## config.mk

```make
export PLATFORM = sky130hd
export DESIGN_NAME = data_mem_arbiter
export DESIGN_NICKNAME = d
export VERILOG_FILES = /design/src/rtl/data_mem_arbiter.sv
export SDC_FILE = /design/constraint.sdc
export NUM_CORES = 1
export LEC_CHECK = 0
export CORE_AREA = 2 2 127 129
export CTS_CLUSTER_SIZE = 25
export DETAILED_ROUTE_END_ITERATION = 8
export DIE_AREA = 0 0 129 131
export PLACE_DENSITY = 0.64
export SLEW_MARGIN = 25
export SYNTH_ARGS = -nofsm -noshare
export SYNTH_HDL_FRONTEND = slang
export SYNTH_SLANG_ARGS = --single-unit
```

## constraint.sdc

```tcl
create_clock -name clk -period 3.02 [get_ports clk]
set_clock_uncertainty 0.1 [all_clocks]
set_input_delay 0.906 -clock clk [delete_from_list [all_inputs] [get_ports clk]]
set_output_delay 0.906 -clock clk [all_outputs]
set_load 0.005 [all_outputs]
```

## src/rtl/data_mem_arbiter.sv

```systemverilog
// Data-RAM arbiter between the CPU load/store path and a host port (loader/debugger).
// Define ARB_STATS_EN to build the stall/grant statistics counters.
module data_mem_arbiter #(
  parameter int unsigned AW           = 32,
  parameter int unsigned DW           = 32,
  parameter int unsigned STARVE_LIMIT = 4,
  parameter int unsigned BURST_MAX    = 8,
  parameter int unsigned CNT_W        = 16
) (
  input  logic             clk,
  input  logic             pc_rst,
  input  logic             cpu_req,
  input  logic             cpu_we,
  input  logic [AW-1:0]    cpu_addr,
  input  logic [DW-1:0]    cpu_wd,
  output logic [DW-1:0]    cpu_rdata,
  output logic             cpu_stall,
  input  logic             host_req,
  input  logic             host_we,
  input  logic             host_lock,
  input  logic [AW-1:0]    host_addr,
  input  logic [DW-1:0]    host_wd,
  output logic             host_gnt,
  output logic             host_rvalid,
  output logic [DW-1:0]    host_rdata,
  output logic             ram_en,
  output logic             ram_we,
  output logic [AW-1:0]    ram_addr,
  output logic [DW-1:0]    ram_wd,
  input  logic [DW-1:0]    ram_rd,
  output logic [CNT_W-1:0] stat_cpu_stalls,
  output logic [CNT_W-1:0] stat_host_grants
);

  localparam int unsigned WCW = $clog2(STARVE_LIMIT + 1);
  localparam int unsigned BCW = $clog2(BURST_MAX + 1);

  typedef enum logic {ST_CPU, ST_BURST} state_t;

  state_t          r_state;
  logic [WCW-1:0]  r_wait_cnt;
  logic [BCW-1:0]  r_burst_cnt;
  logic            r_rvalid;
  logic [DW-1:0]   r_rdata;

  logic            w_host_own;
  logic            w_cpu_own;
  logic            w_burst_last;

  // Owner selection; reset forces both grants off.
  always_comb begin
    w_host_own = 1'b0;
    w_cpu_own  = 1'b0;
    if (!pc_rst) begin
      if (r_state == ST_BURST) begin
        w_host_own = host_req;
      end else begin
        w_host_own = host_req && (!cpu_req || (r_wait_cnt == WCW'(STARVE_LIMIT)));
      end
      w_cpu_own = cpu_req && !w_host_own;
    end
  end

  assign w_burst_last = (r_burst_cnt == BCW'(BURST_MAX - 1));

  // RAM port mux; no owner leaves the RAM fully idle.
  always_comb begin
    ram_en   = 1'b0;
    ram_we   = 1'b0;
    ram_addr = '0;
    ram_wd   = '0;
    if (w_host_own) begin
      ram_en   = 1'b1;
      ram_we   = host_we;
      ram_addr = host_addr;
      ram_wd   = host_wd;
    end else if (w_cpu_own) begin
      ram_en   = 1'b1;
      ram_we   = cpu_we;
      ram_addr = cpu_addr;
      ram_wd   = cpu_wd;
    end
  end

  assign host_gnt    = w_host_own;
  assign cpu_stall   = !pc_rst && cpu_req && !w_cpu_own;
  assign cpu_rdata   = w_cpu_own ? ram_rd : '0;
  assign host_rvalid = r_rvalid;
  assign host_rdata  = r_rdata;

  always_ff @(posedge clk) begin
    if (pc_rst) begin
      r_state     <= ST_CPU;
      r_wait_cnt  <= '0;
      r_burst_cnt <= '0;
      r_rvalid    <= 1'b0;
      r_rdata     <= '0;
    end else begin
      if (!host_req || w_host_own) begin
        r_wait_cnt <= '0;
      end else if (r_wait_cnt != WCW'(STARVE_LIMIT)) begin
        r_wait_cnt <= r_wait_cnt + WCW'(1);
      end

      r_rvalid <= w_host_own && !host_we;
      if (w_host_own && !host_we) begin
        r_rdata <= ram_rd;
      end

      unique case (r_state)
        ST_CPU: begin
          if (w_host_own && host_lock && (BURST_MAX > 1)) begin
            r_state     <= ST_BURST;
            r_burst_cnt <= BCW'(1);
          end
        end
        ST_BURST: begin
          // The exiting cycle's grant (if any) still completes this edge.
          if (!host_req || !host_lock || w_burst_last) begin
            r_state     <= ST_CPU;
            r_burst_cnt <= '0;
          end else begin
            r_burst_cnt <= r_burst_cnt + BCW'(1);
          end
        end
        default: begin
          r_state     <= ST_CPU;
          r_burst_cnt <= '0;
        end
      endcase
    end
  end

`ifdef ARB_STATS_EN
  logic [CNT_W-1:0] r_stat_stalls;
  logic [CNT_W-1:0] r_stat_grants;

  // Saturating event counters.
  always_ff @(posedge clk) begin
    if (pc_rst) begin
      r_stat_stalls <= '0;
      r_stat_grants <= '0;
    end else begin
      if (cpu_stall && (r_stat_stalls != '1)) begin
        r_stat_stalls <= r_stat_stalls + CNT_W'(1);
      end
      if (host_gnt && (r_stat_grants != '1)) begin
        r_stat_grants <= r_stat_grants + CNT_W'(1);
      end
    end
  end

  assign stat_cpu_stalls  = r_stat_stalls;
  assign stat_host_grants = r_stat_grants;
`else
  assign stat_cpu_stalls  = '0;
  assign stat_host_grants = '0;
`endif

endmodule

```

Word-level counts from Yosys, hierarchy flattened
Index checks and enable logic that the tools add are counted.

operators by class
  muxes and demuxes = 19
  add/sub/neg operators = 2
  bitwise logic cells = 1
  equal/unequal tests = 4
  reduce and logical (&&, ||, !) cells = 18

operator list
  cell                                                                    number
  32-bit 2-to-1 mux                                                       5
  1-bit 2-to-1 mux                                                        10
  4-bit 2-to-1 mux                                                        2
  4-bit one-hot mux with 2 select lines                                   1
  1-bit logical NOT                                                       7
  1-bit logical AND                                                       6
  4-bit by 1-bit adder with 4-bit output (second input constant)          1
  4-bit by 3-bit equality test with 1-bit output (second input constant)  1
  1-bit logical OR                                                        4
  3-bit by 1-bit adder with 3-bit output (second input constant)          1
  3-bit equality test (second input constant)                             1
  3-bit inequality test (second input constant)                           1
  2-bit inequality test (second input constant)                           1
  1-bit one-hot mux with 2 select lines                                   1
  2-bit OR reduction                                                      1
  1-bit inverter                                                          1

word-level totals
  logic and storage cells = 49
  bits of input ports = 167
  output and inout port bits = 165
  flip-flop bits (word level) = 41

Logic depth before layout (Yosys ltp)
  depth after elaboration = 10
  mapped depth = 9
  depth with buffers taken out = 6

Worst setup path after synthesis
OpenSTA, ideal clock, no wires.

  kind = input to output
  start = in pc_rst
  end = out ram_addr[0]
  data required time = 2.014 ns
  slack = 0.195 ns
  arrival time = 1.819 ns
  stages on the path = 5
  buffers on the path = 2
  path through = nand2b_1 -> a21oi_2 -> buf_2 -> buf_2 -> a22o_1

between the ends
  word-level cells in the longest chain between the ends = 3
  elaborated cells between the ends (all ways) = 4
  classes of those cells = mux: 4

RTL lines
  what                   line  RTL
  start: declaration     11    input logic pc_rst,
  1-bit 2-to-1 mux       54    if (!pc_rst) begin
  32-bit 2-to-1 mux      77    end else if (w_cpu_own) begin
  32-bit 2-to-1 mux (*)  72    if (w_host_own) begin
  end: declaration       28    output logic [AW-1:0] ram_addr,

Every way passes the cells marked *; elsewhere a longest branch is shown, timed or not.

Final worst setup path
  start = in pc_rst
  end = out ram_addr[18]

The elaborated chain is that of the path after synthesis.

==> flow_summary.toml <==
[outcome]
status = "finished with violations"
violations = "setup timing"

[clock_network]
numClockSinks = 41
clk_path_buf_depth = 2
cts_root_buf = "clkbuf_16"
clkTransAtPathRegs_ps = 60
cts_made_buffers = 5
ctsHoldBuffers = 0
htreeDepth = 2
cts_tree = "yes"
clk_latency_ps = 280

[yosys]
synth_most_common_cell = "a22o_1"
async_flop_share = 0
synth-seq-cells = 41
synth_cells = 305
post-synth-top-area-cell = "dfxtp_1"
syn_area_sq_um = 2740
synth-edff-count = 0
ys_top_cells_by_count = "a22o_1 (65), dfxtp_1 (41), nor2_1 (38)"
synthDistinctLibCells = 33
syn_area_per_cell_sq_um = 8.98
yosys_most_used_dff = "dfxtp_1"
yosys_warnings = 0
yosysSeqAreaShare = 0.300
synth_top_area_frac = 0.300
synthTopCellsByArea = "dfxtp_1 (30%), a22o_1 (21%), mux2i_1 (12%)"

[timing]
fmax_mhz = 321
period_minus_slack_ps = 3120
hold_slack_ps = 394
final_hold_viol_count = 0
final_max_slew_viol_count = 0
setup_viol = 53
worst_slack_ps = -99.1
fin_crit_sh = 1.03
rsz0062_at_grt = "yes"

[layout]
diodes = 0
finish.utilization = 0.443
fin_cells = 891
drive_gt1_frac = 0.347
syn2layout_area_growth_pct = 152
fillCellCount = 1499
fin_nets = 844

[setup_path]
crit_top_cell = "buf_12"
crit_type = "in2out"
crit_path_start_kind = "input port"
worstSetupEndpointType = "output port"
path_cells = "buf_8 -> nand2b_4 -> a21oi_4 -> buf_12 -> buf_12 -> buf_16 -> buf_12 -> buf_6 -> a22o_1 -> buf_2"
crit_path_start = "pc_rst"
slowest_stage = "a22o_1"
slowest_delay_ps = 210
reg2reg_from = "r_wait_cnt[0]"
cp.required_ps = 2010
worst_ep_arrival_time_ps = 2110
cp_max_fo = 8

[worst_hold_path]
hold_start = "host_rdata[26]"
hold_path_class = "reg2reg"

[drt]
drtPass1Iterations = 4
routed_wl_mm = 16.4
vias_per_cell = 4.23
post-route-drc-count = 0
drtIter0Drc = 173
ant_nets = 0
wire_per_inst_um = 18.4
vias = 3766

[global_route]
grt_pass1_wl_mm = 22.0
antenna_found_initial = 0
grt_pass1_vias = 3756
grt_use_total = 0.175
grt_overflow = 0
grt_max_degree = 40

[placed_design]
dp_slack_ps = -859
portBuffers = 299
placed_cells = 828
globalplace.congestion = 0.806
dp.final_hpwl_mm = 10.3

[die]
start_util = 0.176
dieHeight_um = 131
die_area_sq_um = 16900
rows = 46
die_w_um = 129
core_sq_um = 15600
io_pins = 332

[pwr]
power.share.clock = 0.302
seqPwrFrac = 0.302
p_leak_nw = 3.06
p_sw_frac = 0.250
ir_drop_mv = 0.310
pwr-share-comb = 0.397
internal_power_mw = 1.39
p_switching_uw = 465
power_density_nw_per_um2 = 269

[flow_run]
max_cap_viol_count = 0
-- registers in the layout, summed over array words and instances, names as in the netlist --
name and count:
r_burst_cnt 4, host_rdata 32, r_wait_cnt 3, r_state 1
host_rvalid 1
-- repair_timing --
| action | in CTS | in global routing |
|---|---|---|
| endpoints found under the hold margin | 0 | 0 |
| gates resized for setup | 423 | 80 |
| pin swaps | 18 | 30 |
| buffers inserted | 32 | 12 |
| gates cloned | 16 | 1 |
| endpoints found under the setup margin | 100 | 84 |
-- power groups by stage --
stage	sequential, mW	clock [mW]	combinational, mW
final	0.560	0.560	0.736
after CTS	0.560	0.582	0.712
after global routing	0.561	0.601	0.779
after floorplan	0.571	0	0.188
after detailed placement	0.571	0	0.609
after global placement	0.570	0	0.608
-- through the flow --
stage          TNS, ps  instance area, sq um  power, mW
2_1_floorplan        0                  2860      0.759
3_3_place_gp    -65170                  6040       1.18
3_5_place_dp    -66570                  6040       1.18
4_1_cts          -7710                  6770       1.85
5_1_grt          -4750                  6910       1.94
6_report         -1640                  6910       1.86
-- cell families (layout without fill, tap and decap cells) --
| group | Yosys count | in the layout | share of synthesized area |
|---|---|---|---|
| flops | 41 | 41 | 0.300 |
| mux | 33 | 33 | 0.121 |
| simple gates | 89 | 89 | 0.169 |
| buf+inv | 60 | 399 | 0.148 |
| xor+xnor | 1 | 1 | 0.00320 |
| other cells | 1 | 32 | 0.00137 |
| fa+ha+maj | 3 | 3 | 0.0137 |
| compound gates | 77 | 77 | 0.244 |
-- worst paths after layout --
path / to / slack (ps) / cells past startpoint
max: ram_addr[18] / -100 / 10
min reg2reg: host_rdata[26] / 390 / 2
min: host_rdata[26] / 390 / 2
max reg2reg: host_rdata[27] / 1100 / 9
-- area by class of cell --
cell class              count  area, sq um  share of cell area
clock buffers               7          153              0.0221
clock inverters             1         5.00            0.000725
inverters                   3         11.3             0.00163
multi-input cells         235         1730               0.251
flip-flops and latches     41          823               0.119
well taps                 216          270              0.0391
repair buffers            388         3910               0.566
-- cells in the final DEF, fill, tap and decap left out, drive strengths merged, types with 7 or more instances in the layout --
master	instances
dfxtp	41
nor2	38
mux2i	32
buf	182
conb	32
a22o	65
clkbuf	14
clkdlybuf4s50	197
a21oi	7
and2	33
-- worst max-delay path: cells and delay by family --
kind,cells,cell delay (ps)
simple gates,1,120
compound gates,2,250
buf+inv,7,830
-- layer usage --
layer,part of all wire,routed length (um),GRT usage
met3,0.075,1230,0.0391
met1,0.39,6360,0.205
met5,0,0,0
met4,0.0070,115,0.0352
met2,0.53,8710,0.329
Note: power is estimated with default switching activity, not from simulation.
